**src/rtl/d_input_debouncer_if.sv**
```systemverilog
// Signal bundle between a raw input source and the debouncer.
// The source (master) drives the raw level; the debouncer (slave) returns the clean level, edge pulses and busy.
interface d_input_debouncer_if;
    logic d;
    logic q;
    logic rise;
    logic fall;
    logic busy;

    modport master (
        output d,
        input  q,
        input  rise,
        input  fall,
        input  busy
    );

    modport slave (
        input  d,
        output q,
        output rise,
        output fall,
        output busy
    );
endinterface

```
**src/rtl/d_input_debouncer.sv**
```systemverilog
// Debounces a raw asynchronous 1-bit input into a registered level plus one-cycle rise/fall pulses.
// A change is accepted only after the synchronized input has differed from q on STABLE_CYCLES consecutive edges.
module d_input_debouncer #(
    parameter int unsigned STABLE_CYCLES = 8,
    parameter int unsigned CNT_WIDTH     = 4
) (
    input logic                 clk_i,
    input logic                 rst_i,
    d_input_debouncer_if.slave  bus_if
);
    localparam logic [0:0]           StStable = 1'b0;
    localparam logic [0:0]           StWait   = 1'b1;
    localparam logic [CNT_WIDTH-1:0] CntLast  = CNT_WIDTH'(STABLE_CYCLES - 1);
    localparam logic [CNT_WIDTH-1:0] CntOne   = CNT_WIDTH'(1);

    logic                 sync1_q;
    logic                 sync2_q;
    logic [0:0]           state_q, state_d;
    logic [CNT_WIDTH-1:0] cnt_q, cnt_d;
    logic                 level_q, level_d;
    logic                 rise_q, rise_d;
    logic                 fall_q, fall_d;
    logic                 diff;

    always_comb begin
        diff    = (sync2_q != level_q);
        state_d = state_q;
        cnt_d   = cnt_q;
        level_d = level_q;
        rise_d  = 1'b0;
        fall_d  = 1'b0;
        if (state_q == StStable) begin
            if (diff) begin
                state_d = StWait;
                cnt_d   = CntOne;
            end else begin
                cnt_d   = '0;
            end
        end else begin
            // A bounce back to the current level abandons the candidate silently.
            if (!diff) begin
                state_d = StStable;
                cnt_d   = '0;
            end else if (cnt_q == CntLast) begin
                level_d = ~level_q;
                rise_d  = ~level_q;
                fall_d  = level_q;
                state_d = StStable;
                cnt_d   = '0;
            end else begin
                cnt_d   = cnt_q + 1'b1;
            end
        end
    end

    always_ff @(posedge clk_i) begin
        if (rst_i) begin
            sync1_q <= 1'b0;
            sync2_q <= 1'b0;
            state_q <= StStable;
            cnt_q   <= '0;
            level_q <= 1'b0;
            rise_q  <= 1'b0;
            fall_q  <= 1'b0;
        end else begin
            sync1_q <= bus_if.d;
            sync2_q <= sync1_q;
            state_q <= state_d;
            cnt_q   <= cnt_d;
            level_q <= level_d;
            rise_q  <= rise_d;
            fall_q  <= fall_d;
        end
    end

    // busy comes straight from the state flop, so it has no combinational path from d.
    assign bus_if.q    = level_q;
    assign bus_if.rise = rise_q;
    assign bus_if.fall = fall_q;
    assign bus_if.busy = (state_q == StWait);
endmodule

```
**src/flat_wrapper.sv**
```systemverilog
// flat-port wrapper written by rule: the top's interface ports become plain ports
module d_input_debouncer_flat 
#(
    parameter int unsigned STABLE_CYCLES = 8,
    parameter int unsigned CNT_WIDTH     = 4
)
  (clk_i, rst_i, bus_if_d, bus_if_q, bus_if_rise, bus_if_fall, bus_if_busy);
  d_input_debouncer_if bus_if_i ();
  input logic clk_i;
  input logic rst_i;
  input wire logic [$bits(bus_if_i.d)-1:0] bus_if_d;
  output wire logic [$bits(bus_if_i.q)-1:0] bus_if_q;
  output wire logic [$bits(bus_if_i.rise)-1:0] bus_if_rise;
  output wire logic [$bits(bus_if_i.fall)-1:0] bus_if_fall;
  output wire logic [$bits(bus_if_i.busy)-1:0] bus_if_busy;
  assign bus_if_i.d = bus_if_d;
  assign bus_if_q = bus_if_i.q;
  assign bus_if_rise = bus_if_i.rise;
  assign bus_if_fall = bus_if_i.fall;
  assign bus_if_busy = bus_if_i.busy;
  d_input_debouncer #(.STABLE_CYCLES(STABLE_CYCLES), .CNT_WIDTH(CNT_WIDTH)) u_core (.clk_i(clk_i), .rst_i(rst_i), .bus_if(bus_if_i));
endmodule
```
**config.mk**
```make
export PLATFORM = sky130hd
export DESIGN_NAME = d_input_debouncer_flat
export DESIGN_NICKNAME = d
export VERILOG_FILES = /design/src/rtl/d_input_debouncer_if.sv /design/src/rtl/d_input_debouncer.sv /design/src/flat_wrapper.sv
export SDC_FILE = /design/constraint.sdc
export NUM_CORES = 1
export LEC_CHECK = 0
export CORE_AREA = 5 5 42 44
export CTS_BUF_LIST = sky130_fd_sc_hd__clkbuf_2 sky130_fd_sc_hd__clkbuf_4 sky130_fd_sc_hd__clkbuf_8
export DETAILED_ROUTE_END_ITERATION = 6
export DIE_AREA = 0 0 47 49
export PLACE_DENSITY = 0.43
export SETUP_SLACK_MARGIN = 0.02
export SLEW_MARGIN = 15
export SYNTH_ARGS = -nofsm -noshare
export SYNTH_HDL_FRONTEND = slang
export SYNTH_SLANG_ARGS = --single-unit
```
**constraint.sdc**
```tcl
create_clock -name clk_i -period 1.4 [get_ports clk_i]
set_input_delay 0.28 -clock clk_i [delete_from_list [all_inputs] [get_ports clk_i]]
set_output_delay 0.28 -clock clk_i [all_outputs]
set_load 0.01 [all_outputs]
```
==> results of run 1 <==
-- cell families (layout without fill, tap and decap cells) --
logic type | after synthesis | after routing | synth area share, %
compound gates | 2 | 2 | 3.56
buf+inv | 0 | 11 | 0
flops | 10 | 10 | 56.9
xor+xnor | 2 | 2 | 4.98
fa+ha+maj | 1 | 1 | 3.56
simple gates | 14 | 14 | 25.3
mux | 2 | 2 | 5.69
-- sequential cells by signal (all words and copies together), names as in the netlist --
signal and cells:
u_core.bus_if.busy 1, u_core.bus_if.rise 1, u_core.cnt_q 4, u_core.bus_if.q 1, u_core.bus_if.fall 1, u_core.sync2_q 1, u_core.sync1_q 1
-- power groups by stage --
stage                     sequential (uW)  clock [uW]  combinational (uW)
final                                 291         256                16.7
after global routing                  292         280                18.3
after CTS                             291         264                16.9
after detailed placement              298           0                17.3
after global placement                298           0                16.7
after floorplan                       298           0                5.39
-- path summary, 6_finish.rpt --
path,start,to,slack (ns)
max,u_core.cnt_q[0],u_core.cnt_q[0],0.14
min,u_core.sync1_q,u_core.sync2_q,0.46
max reg2reg,u_core.cnt_q[0],u_core.cnt_q[0],0.14
min reg2reg,u_core.sync1_q,u_core.sync2_q,0.46
-- timing repair --
action	4_1_cts	5_1_grt
endpoints found under the setup margin	4	0
hold buffers	0	0
resized for setup	5	0
buffers inserted	0	0
-- worst reg2reg max path: stages (launching register included) --
cell and delay (ns):
dfxtp_1 0.36, ha_1 0.26, nand4b_2 0.19, and3b_1 0.23, a21boi_1 0.12
-- final cells by class --
class	instances	area, um2
fillers	155	930
multi-input cells	21	151
repair buffers	7	62.6
well taps	16	20.0
clock buffers	4	36.3
flip-flops and latches	10	201
-- layer usage --
metal | wire, um | share of wire (%) | track usage, %
met1 | 266 | 42 | 7.73
met3 | 38 | 5.9 | 2.58
met5 | 0 | 0 | 0
met2 | 329 | 51 | 10.6
met4 | 5 | 0.78 | 5.53
-- layout by cell type, fill, tap and decap left out, drive strengths merged --
| master | instances |
|---|---|
| and3b | 1 |
| xnor2 | 1 |
| nor4b | 2 |
| xor2 | 1 |
| nand3b | 1 |
| nand4b | 1 |
| dlygate4sd2 | 4 |
| o21ai | 1 |
| nor2 | 5 |
| buf | 1 |
| mux2i | 2 |
| nand3 | 1 |
| clkbuf | 4 |
| nor2b | 2 |
| clkdlybuf4s50 | 2 |
| nand2 | 1 |
| ha | 1 |
| a21boi | 1 |
| dfxtp | 10 |
-- through the flow --
step,std cells,power [uW],setup WS [ns],cell area [um2],hold slack (ns)
after floorplan,31,303,0.256,352,0.352
after global placement,54,314,0.114,439,0.436
after detailed placement,54,315,0.0750,439,0.437
after CTS,58,572,0.119,472,0.457
after global routing,58,590,0.0569,472,0.470
final,58,564,0.142,472,0.456
==> results_dict.tcl, run 1 <==
set metrics [dict create \
    syn-mean-instance-area_um2 11.3 \
    clk_pin_slew_ns 0.06 \
    cts_buffers 3 \
    drive_gt1_share_pct 16.7 \
    min_path_cells 1 \
    htree_levels 1 \
    antenna_found_initial 0 \
    cap_violations 0 \
    tightest_slew_ns 0.265 \
    wire_per_inst_um 11.0 \
    run_status "finished clean" \
    globalplace.congestion 0.612 \
    grt_first_pass_wirelength_mm 1.17 \
    p_comb_share_pct 3.0 \
    worst_ep_arrival_time_ns 1.41 \
    yosysWarnings 0 \
    p_int_uw 457 \
    power.density_nw_per_um2 1200 \
    first_pass_iters 4 \
    cp_top_family "simple AND/OR/NAND/NOR gates" \
    rsz0062_at_grt "false" \
    synth-main-ff-cell "dfxtp_1" \
    die-area_um2 2300 \
    criticalPathCategory "flop to flop" \
    boundaryPins 7 \
    path_cells "ha_1 > nand4b_2 > and3b_1 > a21boi_1" \
    critPathRequiredTime_ns 1.55 \
    netlist_area_um2 352 \
    cpMaxStageDelayCell "dfxtp_1" \
    drc 0 \
    hold_violations 0 \
    p_leak_uw 0.000231 \
    start_kind "flop" \
    cts_buffer_depth 2 \
    switchingPower_uw 107 \
    wl_um 639 \
    synth_cell_type_count 15 \
    ys_seq_area_share_pct 56.9 \
    grt_pass1_vias 278 \
    synth_commonest_cells "dfxtp_1 (10), nor2_1 (5), mux2i_1 (2), nor2b_1 (2), nor4b_1 (2)" \
    fin_skew_ns 0.00545 \
    synth_top_area_share_pct 56.9 \
    drt-initial-drc-count 3 \
    cp.buffers_inverters 0 \
    fp.dieH_um 49 \
    relSlewSlack_pct 82.1 \
    vias_per_cell 4.43 \
    antenna_cells 0 \
    clk_latency_ns 0.26 \
    finalSetupViolCount 0 \
    syn_nets 35 \
    yosys.cell_count.top_type "dfxtp_1" \
    synth_edf_count 0 \
    grt.overflow.total 0 \
    fin_tns_setup_ns 0 \
    synth.largest_area_cell "dfxtp_1" \
    synth_cells 31 \
    clockPowerShare_pct 45.4 \
    core_area_um2 1400 \
    cp-end-kind "flop" \
    cts_sinks 10 \
    row_count 14 \
    holdCritPathClass "flop to flop" \
    vias 257 \
    max_freq_mhz 795 \
    timing.critical_path.fanout_max 4 \
    swShare_pct 19.0 \
    ff2ff_path_depth 4 \
    cts_tree "yes" \
    io_buffer_count 6 \
    p_seq_share_pct 51.6 \
    grtUsageTotal_pct 7.12 \
    layout_min_cycle_time_ns 1.26 \
    finalCritPeriodShare_pct 89.8 \
    cp_num_cells 4 \
    ir_drop_v 0.000421 \
    grt_max_degree 8 \
    cts_root_buffer "clkbuf_4" \
    areaGrowthSynthToFinish_pct 34.2 \
    start_util_pct 25.1 \
    finalMaxSlewViolations 0 \
    max_stage_delay_ns 0.36 \
    ys_seq_elements 10 \
    synthArstFlopShare_pct 0 \
    chipWidth_um 47 \
    final_util_pct 33.7 \
    ant_nets 0 \
    yosys-top-cells-area "dfxtp_1 (57%), mux2i_1 (5.7%), nor2_1 (5.3%)" \
    fin_nets 47 \
]
No activity file was read; power rests on OpenSTA's default activity.
==> run 2: changes to the inputs <==
--- a/config.mk
+++ b/config.mk
@@ -11,7 +11,8 @@
 export DIE_AREA = 0 0 47 49
 export PLACE_DENSITY = 0.43
 export SETUP_SLACK_MARGIN = 0.02
-export SLEW_MARGIN = 15
+export SLEW_MARGIN = 20
 export SYNTH_ARGS = -nofsm -noshare
 export SYNTH_HDL_FRONTEND = slang
 export SYNTH_SLANG_ARGS = --single-unit
+export TNS_END_PERCENT = 10
==> constraint.sdc (replaced) <==
create_clock -name clk_i -period 1.4 [get_ports clk_i]
set_input_delay 0.28 -clock clk_i [delete_from_list [all_inputs] [get_ports clk_i]]
set_output_delay 0.28 -clock clk_i [all_outputs]
set_load 0.005 [all_outputs]
==> results_dict.tcl, run 2 (synthesis gave the netlist of run 1 again) <==
set metrics [dict create \
    run_status "finished clean" \
    finalCritPeriodShare_pct 94.9 \
    hold_violations 0 \
    wl_um 563 \
    io_buffer_count 6 \
    globalplace.congestion 0.616 \
    cts_sinks 10 \
    cts_root_buffer "clkbuf_4" \
    min_path_cells 1 \
    critPathRequiredTime_ns 1.12 \
    finalSetupViolCount 0 \
    htree_levels 1 \
    cts_resized 5 \
    core_area_um2 1400 \
    ant_nets 0 \
    grt_pass1_vias 255 \
    cts_tree "yes" \
    cp.buffers_inverters 1 \
    dp_slack_ns 0.0706 \
    boundaryPins 7 \
    tightest_slew_ns 0.255 \
    power.density_nw_per_um2 1060 \
    grt.overflow.total 0 \
    largest_reg_flops 4 \
    fin_tns_setup_ns 0 \
    grt_max_degree 8 \
    start_util_pct 25.1 \
    timing.critical_path.fanout_max 1 \
    final_cell_mix "dfxtp_1 (8), nor2_1 (5), clkdlybuf4s50_1 (4), clkbuf_4 (3)" \
    cts_buffer_depth 2 \
    cp-end-kind "primary output" \
    cp_num_cells 1 \
    finalMaxSlewViolations 0 \
    max_freq_mhz 753 \
    die-area_um2 2300 \
    place_hpwl_um 478 \
    antenna_found_initial 0 \
    cts_buffers 3 \
    final_common_cell "dfxtp_1" \
    layout_min_cycle_time_ns 1.33 \
    rsz0062_at_grt "false" \
    ff2ff_path_depth 4 \
    fin_nets 46 \
    max_stage_delay_ns 0.49 \
    drc 0 \
    holdCritPathClass "flop to flop" \
    setup_slack_ns 0.0714 \
    antenna_cells 0 \
    top_register "u_core.cnt_q" \
    drive_gt1_share_pct 15.0 \
    relSlewSlack_pct 82.8 \
    p_leak_uw 0.000210 \
    vias 250 \
    whs_ns 0.450 \
    row_count 14 \
    areaGrowthSynthToFinish_pct 29.9 \
    worst_ep_arrival_time_ns 1.05 \
    fin_skew_ns 0.000669 \
    vias_per_cell 4.46 \
    path_cells "clkdlybuf4s50_1" \
    cpMaxStageDelayCell "clkdlybuf4s50_1" \
    start_kind "flop" \
    grtUsageTotal_pct 5.94 \
    post_cts_buffers 0 \
    cp_top_family "buffers and inverters" \
    cap_violations 0 \
    cts_hold_buf 0 \
    clk_latency_ns 0.25 \
    first_pass_iters 2 \
    ir_drop_v 0.000431 \
    drt-initial-drc-count 1 \
    grt_first_pass_wirelength_um 979 \
    chipWidth_um 47 \
    clk_pin_slew_ns 0.06 \
    fp.dieH_um 49 \
    wire_per_inst_um 10.1 \
    criticalPathCategory "flop to primary output" \
]
[run 2: worst register-to-register path, delay by kind of cell (launching register included)]
kind,cells,cell delay (ns)
fa+ha+maj,1,0.26
flops,1,0.36
compound gates,1,0.12
simple gates,2,0.41
[run 2: area by class of cell]
| cell class | instances | area, um2 |
|---|---|---|
| repair buffers | 6 | 57.6 |
| fillers | 155 | 945 |
| multi-input cells | 21 | 151 |
| well taps | 16 | 20.0 |
| clock buffers | 3 | 22.5 |
| flip-flops and latches | 10 | 205 |
[run 2: path summary, 6_finish.rpt]
check / from / endpoint / slack, ns
max: u_core.bus_if.rise / bus_if_rise / 0.07
min: u_core.sync1_q / u_core.sync2_q / 0.45
max reg2reg: u_core.cnt_q[0] / u_core.cnt_q[0] / 0.14
min reg2reg: u_core.sync1_q / u_core.sync2_q / 0.45
[run 2: power breakdown]
part	switching [uW]	internal, uW	total [uW]
Sequential	3.12	287	290
Combinational	4.73	9.55	14.3
Clock	82.1	98.4	180
[run 2: per-stage QoR]
step | instance area (um2) | util [%] | total power (uW) | cells
final | 457 | 32.6 | 485 | 56
after global routing | 457 | 32.6 | 505 | 56
after CTS | 457 | 32.6 | 491 | 56
after detailed placement | 432 | 30.8 | 314 | 53
after global placement | 432 | 30.8 | 313 | 53
after floorplan | 352 | - | 303 | 31
[run 2: per-layer routing]
layer | part of all wire [%] | vias to the layer above | track usage [%] | wire length (um)
met1 | 40 | 118 | 5.78 | 225
met3 | 4.3 | 2 | 2.21 | 24
met4 | 0.89 | 0 | 4.15 | 5
met2 | 55 | 4 | 9.73 | 308
met5 | 0 | - | 0 | 0
li1 | - | 126 | - | -
